==> src/rtl/micro_sequencer.sv <==
// Microprogram sequencer: decodes the sequencing field, selects a condition,
// and owns the microprogram counter plus a LIFO return-address stack.
module micro_sequencer #(
  parameter  int AW    = 10,
  parameter  int NCOND = 4,
  parameter  int DEPTH = 4,
  localparam int CW    = (NCOND > 1) ? $clog2(NCOND) : 1,
  localparam int IW    = 3 + CW + AW,
  localparam int SPW   = $clog2(DEPTH + 1)
) (
  input  logic             CLK,
  input  logic             RST,
  input  logic             Hold,
  input  logic [IW-1:0]    B,
  input  logic [NCOND-1:0] COND,
  input  logic [AW-1:0]    MAP_ADDR,
  output logic [AW-1:0]    UPC,
  output logic             pre_load,
  output logic             is_BSR,
  output logic             is_RET,
  output logic [SPW-1:0]   sp,
  output logic             stack_ovf,
  output logic             stack_unf
);

  localparam int IDXW = (DEPTH > 1) ? $clog2(DEPTH) : 1;

  typedef enum logic [2:0] {
    OP_CONT = 3'b000, OP_JMP = 3'b001, OP_JCC = 3'b010, OP_JNC  = 3'b011,
    OP_BSR  = 3'b100, OP_RET = 3'b101, OP_BCC = 3'b110, OP_LOAD = 3'b111
  } op_e;

  op_e           op;
  logic [CW-1:0] csel;
  logic [AW-1:0] target;
  logic          c;

  assign op     = op_e'(B[IW-1 -: 3]);
  assign csel   = B[AW +: CW];
  assign target = B[AW-1:0];

  // Out-of-range selects fall through with c = 0.
  always_comb begin
    c = 1'b0;
    for (int i = 0; i < NCOND; i++)
      if (csel == CW'(i)) c = COND[i];
  end

  logic [AW-1:0]  upc_q, upc_d, inc;
  logic [SPW-1:0] sp_q, sp_d;
  logic           pre_q, pre_d, bsr_q, bsr_d, ret_q, ret_d;
  logic           ovf_q, ovf_d, unf_q, unf_d;
  logic           push_en;
  logic [AW-1:0]  stk_q [DEPTH];
  logic           full, empty;

  assign inc   = upc_q + AW'(1);
  assign full  = (sp_q == SPW'(DEPTH));
  assign empty = (sp_q == '0);

  always_comb begin
    upc_d   = inc;
    sp_d    = sp_q;
    pre_d   = 1'b0;
    bsr_d   = 1'b0;
    ret_d   = 1'b0;
    ovf_d   = ovf_q;
    unf_d   = unf_q;
    push_en = 1'b0;
    case (op)
      OP_CONT: ;
      OP_JMP: begin upc_d = target; pre_d = 1'b1; end
      OP_JCC: if (c)  begin upc_d = target; pre_d = 1'b1; end
      OP_JNC: if (!c) begin upc_d = target; pre_d = 1'b1; end
      OP_BSR, OP_BCC:
        if (op == OP_BSR || c) begin
          upc_d = target;
          pre_d = 1'b1;
          // A full stack still takes the branch but loses the return address.
          if (full) ovf_d = 1'b1;
          else begin
            push_en = 1'b1;
            sp_d    = sp_q + SPW'(1);
            bsr_d   = 1'b1;
          end
        end
      OP_RET:
        if (empty) unf_d = 1'b1;
        else begin
          upc_d = stk_q[IDXW'(sp_q - SPW'(1))];
          sp_d  = sp_q - SPW'(1);
          pre_d = 1'b1;
          ret_d = 1'b1;
        end
      OP_LOAD: begin upc_d = MAP_ADDR; pre_d = 1'b1; end
      default: ;
    endcase
  end

  always_ff @(posedge CLK or posedge RST) begin
    if (RST) begin
      upc_q <= '0;
      sp_q  <= '0;
      pre_q <= 1'b0;
      bsr_q <= 1'b0;
      ret_q <= 1'b0;
      ovf_q <= 1'b0;
      unf_q <= 1'b0;
    end else if (!Hold) begin
      upc_q <= upc_d;
      sp_q  <= sp_d;
      pre_q <= pre_d;
      bsr_q <= bsr_d;
      ret_q <= ret_d;
      ovf_q <= ovf_d;
      unf_q <= unf_d;
      if (push_en) stk_q[IDXW'(sp_q)] <= inc;
    end
  end

  assign UPC       = upc_q;
  assign sp        = sp_q;
  assign pre_load  = pre_q;
  assign is_BSR    = bsr_q;
  assign is_RET    = ret_q;
  assign stack_ovf = ovf_q;
  assign stack_unf = unf_q;

endmodule

==> config.mk <==
export PLATFORM = sky130hd
export DESIGN_NAME = micro_sequencer
export DESIGN_NICKNAME = d
export VERILOG_FILES = /design/src/rtl/micro_sequencer.sv
export SDC_FILE = /design/constraint.sdc
export NUM_CORES = 1
export LEC_CHECK = 0
export CAP_MARGIN = 10
export CORE_MARGIN = 2
export CORE_UTILIZATION = 45
export DETAILED_ROUTE_END_ITERATION = 7
export HOLD_SLACK_MARGIN = 0.08
export PLACE_DENSITY_LB_ADDON = 0.1
export SETUP_SLACK_MARGIN = 0.1
export SLEW_MARGIN = 40
export SYNTH_ARGS = -nofsm -noshare
export SYNTH_HDL_FRONTEND = slang
export SYNTH_SLANG_ARGS = --single-unit
==> constraint.sdc <==
create_clock -name CLK -period 7.4 [get_ports CLK]
set_input_delay 1.48 -clock CLK [delete_from_list [all_inputs] [get_ports CLK]]
set_output_delay 1.48 -clock CLK [all_outputs]
set_load 0.02 [all_outputs]
==> flow_summary_export.csv <==
group,metric,value,unit
status,status,"completed",
clock_network,cts_made_buffers,9,
logic_synthesis,seq_area_frac_synth,0.566,
die,initial_core_util,0.462,
worst_setup_path,critPathArrivalTime,3.70,ns
worst_setup_path,reg2reg_slack,4.57,ns
route,drc,0,
clock_network,cts_buffer_depth,2,
timing,slew_headroom,0.494,
clock_network,h-tree-depth,3,
logic_synthesis,syn_area_per_cell,13.2,µm²
global_route,grt-ovfl-total,0,
die,core,6310,µm²
cells_and_area,nFillCells,524,
timing,tightest_slew,0.758,ns
cells_and_area,utilization,0.576,
route,via_per_inst,5.71,
clock_network,cts_resized,0,
pwr,power.density,313,nW/µm²
timing,finalCritPeriodShare,0.504,
worst_setup_path,crit_required,7.37,ns
worst_setup_path,reg2reg_depth,5,
route,final_antenna_net_count,0,
pwr,p_sw,398,µW
worst_setup_path,crit_buf_inv,2,
clock_network,clk_pin_slew,0.06,ns
timing,hold_violations,0,
pwr,peakVddDrop,166,µV
worst_setup_path,r2r_end,"stk_q[1][3]",
cells_and_area,drive_gt1_frac,0.116,
logic_synthesis,synthXorXnorAreaFrac,0.0300,
worst_hold_path,min_path_type,"flop to flop",
worst_setup_path,startpoint,"Hold",
logic_synthesis,synth_nets,259,
timing,clock_skew,0.0138,ns
worst_setup_path,slowest_stage,"clkdlybuf4s50_1",
cells_and_area,diodes,0,
pwr,switching_share,0.350,
worst_setup_path,cp-endpoint,"stk_q[1][3]",
cells_and_area,area_growth_syn_to_layout,24.6,%
global_route,grt_use_met3,0.0531,
worst_setup_path,crit_cells,5,
die,rows,29,
route,via_count,2014,
logic_synthesis,synthAdderAreaFrac,0.0257,
timing,whs,0.473,ns
cells_and_area,final_common_cell,"clkdlybuf4s50_1",
clock_network,clk_latency,0.34,ns
worst_setup_path,crit_type,"input port to flop",
route,drtIter0Drc,155,
clock_network,cts_tree,"built",
pwr,pwr-share-comb,0.361,
global_route,met2_usage,0.263,
pwr,p_seq_frac,0.416,
global_route,grt_max_degree,21,
worst_setup_path,slowest_delay,0.79,ns
placement,routabilityCongestion,0.885,
global_route,first_global_vias,1969,
clock_network,hold_buffers,0,
timing,setup_viol,0,
placement,hpwl,4.76,mm
logic_synthesis,synth_top_family_by_area,"compound AO/OA/AOI/OAI gates",
timing,setup_tns,0,ns
logic_synthesis,synth-compound-area-share,0.143,
clock_network,postCtsSetupRepairBufs,0,
global_route,antenna_found_initial,0,
global_route,gr-usage-met1,0.316,
placement,port_buffers,49,
global_route,grt_pass1_wl,10.9,mm
worst_setup_path,crit_family,"buffers and inverters",
timing,rsz0062_at_grt,"no",
timing,final-max-slew-violation-count,0,
logic_synthesis,synthCells,221,
logic_synthesis,ys_ff_latch,58,
global_route,busiest_layer,"met1",
route,wl_per_cell,18.5,µm
worst_setup_path,end_kind,"flop",
cells_and_area,num-nets-final,309,
route,finalWirelength,6.53,mm
die,die_area,7140,µm²
logic_synthesis,async_flop_share,0.310,
worst_setup_path,crit_path_cell_trace,"clkdlybuf4s50_1 -> inv_1 -> nand3_1 -> nor3b_1 -> and2_1",
logic_synthesis,ys_warn_count,0,
logic_synthesis,netlist_area,2920,µm²
run,drv_cap,0,
die,die-height,84.5,µm
worst_setup_path,reg2reg_from,"sp[0]",
logic_synthesis,synth.distinct_cells,45,
logic_synthesis,synth-edff-count,40,
logic_synthesis,ys.flop_type,"edfxtp_1",
timing,min_period,3.73,ns
clock_network,cts_root_buffer,"clkbuf_8",
worst_setup_path,crit_fanout,20,
worst_setup_path,startpoint_type,"input port",
logic_synthesis,yosys.area_share.simple,0.0965,
global_route,grt_use_total,0.199,
logic_synthesis,muxShareOfSynthArea,0.114,
timing,fmax,268,MHz
die,die_x,84.5,µm
pwr,leakage,0.00132,µW
pwr,p_int,739,µW
clock_network,clock_sinks,58,
cells_and_area,layout_common_cells,"49 x clkdlybuf4s50_1, 40 x edfxtp_1, 18 x dfrtp_1, 18 x nand2_1",
die,ios,50,
pwr,clockPowerShare,0.223,
route,first_pass_iters,4,
[flip-flops by register name, summed over array words and instances (netlist names)]
signal     cells
pre_load       1
sp             3
is_BSR         1
is_RET         1
stack_ovf      1
stack_unf      1
stk_q         40
UPC           10
[layer usage]
| layer | wire (µm) | share of wire |
|---|---|---|
| met5 | 0 | 0 |
| met4 | 55 | 0.0084 |
| met3 | 371 | 0.057 |
| met2 | 2810 | 0.43 |
| met1 | 3290 | 0.50 |
[final cells by class]
class	instances	area, µm²	area share
Sequential cell	58	1650	0.454
Multi-Input combinational cell	145	1190	0.329
Timing Repair Buffer	50	498	0.137
Clock buffer	9	124	0.0341
Tap cell	77	96.3	0.0265
Clock inverter	7	45.0	0.0124
Inverter	7	26.3	0.00723
[logic make-up (layout without fill, tap and decap cells)]
kind of cell / after synthesis / count (layout)
AOI/OAI and AO/OA: 53 / 53
xor gates and xnor gates: 10 / 10
adders and majority gates: 6 / 6
buffers and inverters: 18 / 73
DFF: 58 / 58
muxes: 19 / 19
and+or+nand+nor: 57 / 57
[cell usage after synthesis, drive strengths merged (4+ instances only)]
master,count,area share
inv,7,0.0090
nand2,18,0.023
dfrtp,18,0.15
a21oi,5,0.0086
nand3,7,0.012
mux4,11,0.086
o21ai,6,0.010
ha,6,0.026
nand2b,7,0.015
mux2i,6,0.021
clkbuf,7,0.0090
xnor2,6,0.018
xor2,4,0.012
buf,4,0.0064
edfxtp,40,0.41
nor2,9,0.012
a22oi,10,0.026
a221o,4,0.014
and2,5,0.011
a2bb2oi,4,0.012
[worst min path at each step]
| stage | cells after the start | from | end |
|---|---|---|---|
| detailed placement | 1 | stack_ovf | stack_ovf |
| finish | 1 | stack_ovf | stack_ovf |
| global placement | 1 | stack_ovf | stack_ovf |
| floorplan | 1 | stack_ovf | stack_ovf |
| CTS | 1 | stack_ovf | stack_ovf |
| global route | 1 | stack_unf | stack_unf |
[metrics by stage]
stage                     setup slack, ns  total power (µW)  instance area, µm²  cells
after global routing                 3.37              1210                3640    353
after global placement               3.40               891                3470    337
after detailed placement             3.33               894                3470    337
final                                3.67              1140                3640    353
after floorplan                      4.35               738                2920    221
after CTS                            3.68              1150                3640    353
[power by group through the flow]
stage | combinational, µW | clock, µW | sequential (µW)
floorplan | 245 | 0 | 494
global placement | 410 | 0 | 481
detailed placement | 412 | 0 | 482
CTS | 415 | 260 | 475
global route | 449 | 274 | 484
finish | 410 | 254 | 474
Power figures use the tool's default switching activity.
